[src/rtl/uart_pkg.sv]
// Shared definitions for the UART transmit path.
//   uart_tx_state_e : transmitter FSM states
//   OVERSAMPLE      : baud ticks per data/start bit
//   tick_cnt_width  : width of the per-bit tick counter for a given stop length
package uart_pkg;

  localparam int OVERSAMPLE = 16;

  typedef enum logic [1:0] {
    IDLE,
    START,
    DATA,
    STOP
  } uart_tx_state_e;

  // Five bits cover the 16-tick bit period and the usual 1/1.5 stop lengths.
  // Longer stop lengths get enough bits to hold SB_TICK-1 with room to spare.
  function automatic int tick_cnt_width(input int sb_tick);
    return (sb_tick > 31) ? $clog2(sb_tick + 1) : 5;
  endfunction

endpackage

[src/rtl/baud_gen.sv]
// Oversampling baud tick generator.
//   clk    : system clock
//   arst_n : asynchronous active-low reset
//   clr    : synchronous clear of the divisor counter (frame start)
//   dvsr   : divisor; the counter runs 0..dvsr, so ticks come every dvsr+1 clocks
//   tick   : high in the cycle the counter equals dvsr
module baud_gen #(
  parameter int DVSR_WIDTH = 11
) (
  input  logic                  clk,
  input  logic                  arst_n,
  input  logic                  clr,
  input  logic [DVSR_WIDTH-1:0] dvsr,
  output logic                  tick
);

  logic [DVSR_WIDTH-1:0] cnt;

  // NOTE: state registers use non-blocking assignments so every flop samples
  // the pre-edge values of its inputs, independent of block ordering.
  always_ff @(posedge clk or negedge arst_n) begin
    if (!arst_n) begin
      cnt <= '0;
    end else if (clr || (cnt == dvsr)) begin
      cnt <= '0;
    end else begin
      cnt <= cnt + 1'b1;
    end
  end

  // dvsr = 0 keeps the counter at zero, which yields a tick every clock.
  assign tick = (cnt == dvsr);

endmodule

[src/rtl/uart_tx_fwft.sv]
// UART 8N1-style transmitter that drains a first-word-fall-through FIFO.
// Pops one word whenever the FIFO is non-empty and the line is idle, then
// sends start bit, DATA_BITS payload bits (LSB first) and SB_TICK ticks of stop.
//   clk        : system clock
//   arst_n     : asynchronous active-low reset (aborts a frame in flight)
//   dvsr       : baud divisor, captured at frame start; tick period dvsr+1 clocks
//   fifo_empty : FIFO empty flag
//   fifo_data  : FIFO head word, valid while fifo_empty is low
//   fifo_rd    : one-cycle pop strobe, asserted combinationally in IDLE
//   tx         : registered serial line, idles high
//   tx_busy    : high from the edge after a pop until the stop bit ends
module uart_tx_fwft
  import uart_pkg::*;
#(
  parameter int DATA_BITS  = 8,
  parameter int SB_TICK    = 16,
  parameter int DVSR_WIDTH = 11
) (
  input  logic                  clk,
  input  logic                  arst_n,
  input  logic [DVSR_WIDTH-1:0] dvsr,
  input  logic                  fifo_empty,
  input  logic [DATA_BITS-1:0]  fifo_data,
  output logic                  fifo_rd,
  output logic                  tx,
  output logic                  tx_busy
);

  localparam int TW = tick_cnt_width(SB_TICK);
  localparam int NW = (DATA_BITS > 1) ? $clog2(DATA_BITS) : 1;

  localparam logic [TW-1:0] BIT_LAST  = TW'(OVERSAMPLE - 1);
  localparam logic [TW-1:0] STOP_LAST = TW'(SB_TICK - 1);
  localparam logic [NW-1:0] IDX_LAST  = NW'(DATA_BITS - 1);

  uart_tx_state_e        state, state_next;
  logic [TW-1:0]         s_cnt, s_next;
  logic [NW-1:0]         n_cnt, n_next;
  logic [DATA_BITS-1:0]  shreg, shreg_next;
  logic [DVSR_WIDTH-1:0] dvsr_q, dvsr_next;
  logic                  tx_q, tx_next;
  logic                  tick;
  logic                  pop;

  // NOTE: the FSM state is already IDLE while reset is held, so the pop
  // strobe is qualified with arst_n; otherwise a non-empty FIFO would be
  // drained during reset while none of the words are captured.
  assign pop     = arst_n && (state == IDLE) && !fifo_empty;
  assign fifo_rd = pop;

  baud_gen #(
    .DVSR_WIDTH(DVSR_WIDTH)
  ) u_baud_gen (
    .clk   (clk),
    .arst_n(arst_n),
    .clr   (pop),
    .dvsr  (dvsr_q),
    .tick  (tick)
  );

  always_ff @(posedge clk or negedge arst_n) begin
    if (!arst_n) begin
      state  <= IDLE;
      s_cnt  <= '0;
      n_cnt  <= '0;
      shreg  <= '0;
      dvsr_q <= '0;
      tx_q   <= 1'b1;
    end else begin
      state  <= state_next;
      s_cnt  <= s_next;
      n_cnt  <= n_next;
      shreg  <= shreg_next;
      dvsr_q <= dvsr_next;
      tx_q   <= tx_next;
    end
  end

  // NOTE: every variable gets its hold value before the case statement, so
  // no path through the block leaves one unassigned and no latch is inferred.
  always_comb begin
    state_next = state;
    s_next     = s_cnt;
    n_next     = n_cnt;
    shreg_next = shreg;
    dvsr_next  = dvsr_q;

    unique case (state)
      IDLE: begin
        if (pop) begin
          shreg_next = fifo_data;
          dvsr_next  = dvsr;
          s_next     = '0;
          n_next     = '0;
          state_next = START;
        end
      end
      START: begin
        if (tick) begin
          if (s_cnt == BIT_LAST) begin
            s_next     = '0;
            n_next     = '0;
            state_next = DATA;
          end else begin
            s_next = s_cnt + 1'b1;
          end
        end
      end
      DATA: begin
        if (tick) begin
          if (s_cnt == BIT_LAST) begin
            s_next     = '0;
            shreg_next = shreg >> 1;
            if (n_cnt == IDX_LAST) begin
              state_next = STOP;
            end else begin
              n_next = n_cnt + 1'b1;
            end
          end else begin
            s_next = s_cnt + 1'b1;
          end
        end
      end
      STOP: begin
        if (tick) begin
          if (s_cnt == STOP_LAST) begin
            s_next     = '0;
            state_next = IDLE;
          end else begin
            s_next = s_cnt + 1'b1;
          end
        end
      end
      default: state_next = IDLE;
    endcase
  end

  // The line level is derived from the next state so tx changes on the same
  // edge as the state: it falls on the pop edge and follows each bit boundary.
  always_comb begin
    tx_next = 1'b1;
    unique case (state_next)
      START:   tx_next = 1'b0;
      DATA:    tx_next = shreg_next[0];
      default: tx_next = 1'b1;
    endcase
  end

  assign tx      = tx_q;
  assign tx_busy = (state != IDLE);

endmodule

[config.mk]
export PLATFORM = sky130hd
export DESIGN_NAME = uart_tx_fwft
export DESIGN_NICKNAME = d
export VERILOG_FILES = /design/src/rtl/uart_pkg.sv /design/src/rtl/baud_gen.sv /design/src/rtl/uart_tx_fwft.sv
export SDC_FILE = /design/constraint.sdc
export NUM_CORES = 1
export LEC_CHECK = 0
export ABC_AREA = 1
export CORE_UTILIZATION = 55
export CTS_BUF_LIST = sky130_fd_sc_hd__clkbuf_8
export DETAILED_ROUTE_END_ITERATION = 10
export GPL_TIMING_DRIVEN = 0
export PLACE_DENSITY = 0.89
export SYNTH_ARGS = -nofsm -noshare
export SYNTH_HDL_FRONTEND = slang
export SYNTH_HIERARCHICAL = 1
export SYNTH_SLANG_ARGS = --single-unit
[constraint.sdc]
create_clock -name clk -period 2.19 [get_ports clk]
set_clock_uncertainty 0.05 [all_clocks]
set_input_delay 0.438 -clock clk [delete_from_list [all_inputs] [get_ports clk]]
set_output_delay 0.438 -clock clk [all_outputs]
set_load 0.01 [all_outputs]
==> run summary <==
Nets: 337
Register area share after synthesis: 47.3%
Die area: 4200 sq um
CTS Sinks: 41
Seq cells post-synth: 41
Vias: 1837
Area Growth Syn to Fin: 22.5%
Pwr/cell area: 511 nW/um^2
Detail Route Antenna Nets: 0
Startpoint types: input port
Final period util: 95.0%
DRC: 0
Slew margin rel.: 69.1%
Fmax: 0.481 GHz
H-Tree Depth: 2
Worst setup EP type: output port
CTS tree: done
Maximum number of pins on one net before global-route repair: 19
Mapped Cells: 275
Util after Layout: 71.6%
Most frequent cell after synthesis: nand2_1
Leak: 1.34 nW
Post-synth cell types: 27
WL/cell: 12.3 um
FP Rows: 22
Final Hold Viols: 0
Syn nets: 301
I/O pin cnt: 25
Post-synth EDFFs: 0
# port buffers: 24
Max-Cap Viols: 0
P_sw: 0.275 mW
Clock transition at the registers of the reported paths: 0.08 ns
Post-synth ARST share: 100%
Flop pwr share: 55.6%
GP Congestion: 0.844
WP data arrival: 1.59 ns
Synth area leader: dfrtp_1
Ys flop type: dfrtp_1
Final Instance Area: 2660 sq um
Skew-Pair Late Insertion Delay: 0.29 ns
Chip width: 64.8 um
Ys Warns: 6
DP HPWL: 3030 um
Critical path type: in -> out
Commonest cells in the netlist: nand2_1 (100), dfrtp_1 (40), inv_1 (31), nand3_1 (19), nor2_1 (16)
First-pass GRT wire length: 7530 um
Fillers: 280
Sw Share: 20.2%
Max VDD drop: 0.383 mV
CP max FO: 11
Top cells by area, synth: dfrtp_1 (46%), nand2_1 (17%), inv_1 (5.4%), nand3_1 (4.4%), nor2_2 (4.0%)
# setup viols final: 0
Clock power share: 39.5%
Combinational group share of total power: 4.9%
Num CTS Buffers: 5
Placement Cell Area: 2490 sq um
Vias/cell: 5.10
Setup TNS Final: 0 ns
Outcome: finished clean
Max-slew violations: 0
Int Power: 1.09 mW
Worst R2R Setup Slack: 0.18 ns
Worst EP required: 1.70 ns
Min-Delay Path Class: in -> async
Yosys top cell area share: 46.1%
Initial antenna violation count: 0
Post-synthesis average cell area: 7.90 sq um
Post-Syn Area: 2170 sq um
Clock root buffer: clkbuf_8
Worst Max-Slew Pin Slew: 0.464 ns
Global route overflow: 0
Drt first-iter violations: 107
Fraction of layout instances using a drive strength above 1: 14.7%
Total wire length: 4430 um
Deepest clock path buffer count: 2
Final min period: 2.08 ns
Vias in the first global route: 1725
Inserted Diodes: 0
Drt pass-1 iters: 4
Die height: 64.8 um
Initial Utilization: 58.5%
Gr usage total: 23.6%
Core box area: 3720 sq um
critical path, stage by stage:
cell,delay (ns)
clkdlybuf4s50_1,0.40
nor2_1,0.15
nand2_2,0.08
inv_2,0.10
buf_6,0.15
dlygate4sd2_1,0.27
sequential cells by signal, indices dropped and copies added, names as in the netlist:
| register | count |
|---|---|
| n_cnt | 3 |
| u_baud_gen/cnt | 11 |
| s_cnt | 5 |
| shreg | 8 |
| tx | 1 |
| dvsr_q | 11 |
| state | 2 |
timing repair:
action,CTS,global route
cloned,1,0
hold buffers,1,0
hold endpoints to repair,7,0
pin swaps,0,2
setup buffers,1,1
gates resized for setup,3,3
endpoints found under the setup margin,1,9
power by group through the flow:
stage               sequential (mW)  combinational (mW)  clock, mW
floorplan                     0.772            0.000964          0
global placement              0.772              0.0546          0
detailed placement            0.771              0.0582          0
CTS                           0.756              0.0682      0.551
global route                  0.756              0.0731      0.580
finish                        0.756              0.0672      0.537
layout by cell type, fill, tap and decap left out, drive strengths merged:
master,count
clkdlybuf4s50,22
dlygate4sd3,1
dfstp,1
nor2,30
ha,4
xnor2,7
bufbuf,1
clkbuf,7
nand2,106
inv,33
dlygate4sd2,1
nand3b,1
dfrtp,40
a21oi,5
nand3,21
o21ai,8
nor3,1
clkinv,1
nand4,2
xor2,7
o211ai,2
or2,1
buf,10
cell families after synthesis:
logic type | after synthesis | synth area share (%)
fa+ha+maj | 4 | 2.30
xor+xnor | 14 | 5.99
compound gates | 15 | 3.69
simple gates | 162 | 33.0
buf+inv | 39 | 7.72
flops | 41 | 47.3
layout make-up:
class	count	area, sq um	area share [%]
buffer	6	50.0	1.88
clock buffer	7	96.3	3.62
clock inverter	1	5.00	0.188
inverter	33	124	4.65
multi-input combinational	195	985	37.0
sequential	41	1030	38.6
tap	48	60.1	2.26
timing repair buffer	29	314	11.8
worst paths after layout:
| kind | cells after the start | endpoint | startpoint |
|---|---|---|---|
| worst max register to register | 13 | shreg[1]$_DFFE_PN0P_ | u_baud_gen/cnt[9]$_DFF_PN0_ |
| worst max-delay path | 6 | fifo_rd | fifo_empty |
| min in group clk | 2 | shreg[7]$_DFFE_PN0P_ | shreg[7]$_DFFE_PN0P_ |
| max in group asynchronous | 2 | dvsr_q[2]$_DFFE_PN0P_ | arst_n |
| worst min register to register | 2 | shreg[7]$_DFFE_PN0P_ | shreg[7]$_DFFE_PN0P_ |
| worst min-delay path | 2 | state[0]$_DFF_PN0_ | arst_n |
layer usage:
layer | global-route usage [%] | part of all wire, % | vias to the layer above
met5 | 0 | 0 | -
met4 | 9.17 | 1.4 | 0
met3 | 4.23 | 4.0 | 9
met2 | 39.8 | 50 | 50
met1 | 29.8 | 45 | 865
li1 | - | - | 913
through the flow:
| step | total power [mW] | setup WS [ns] | hold WS, ns | instances |
|---|---|---|---|---|
| floorplan | 0.773 | 0.392 | 0.0924 | 275 |
| global placement | 0.826 | -1.93 | 0.408 | 347 |
| detailed placement | 0.830 | -0.496 | 0.255 | 348 |
| CTS | 1.38 | 0.0720 | 0.0253 | 359 |
| global route | 1.41 | -0.00593 | 0.0297 | 360 |
| finish | 1.36 | 0.110 | 0.0320 | 360 |
No activity file was read; power rests on OpenSTA's default activity.
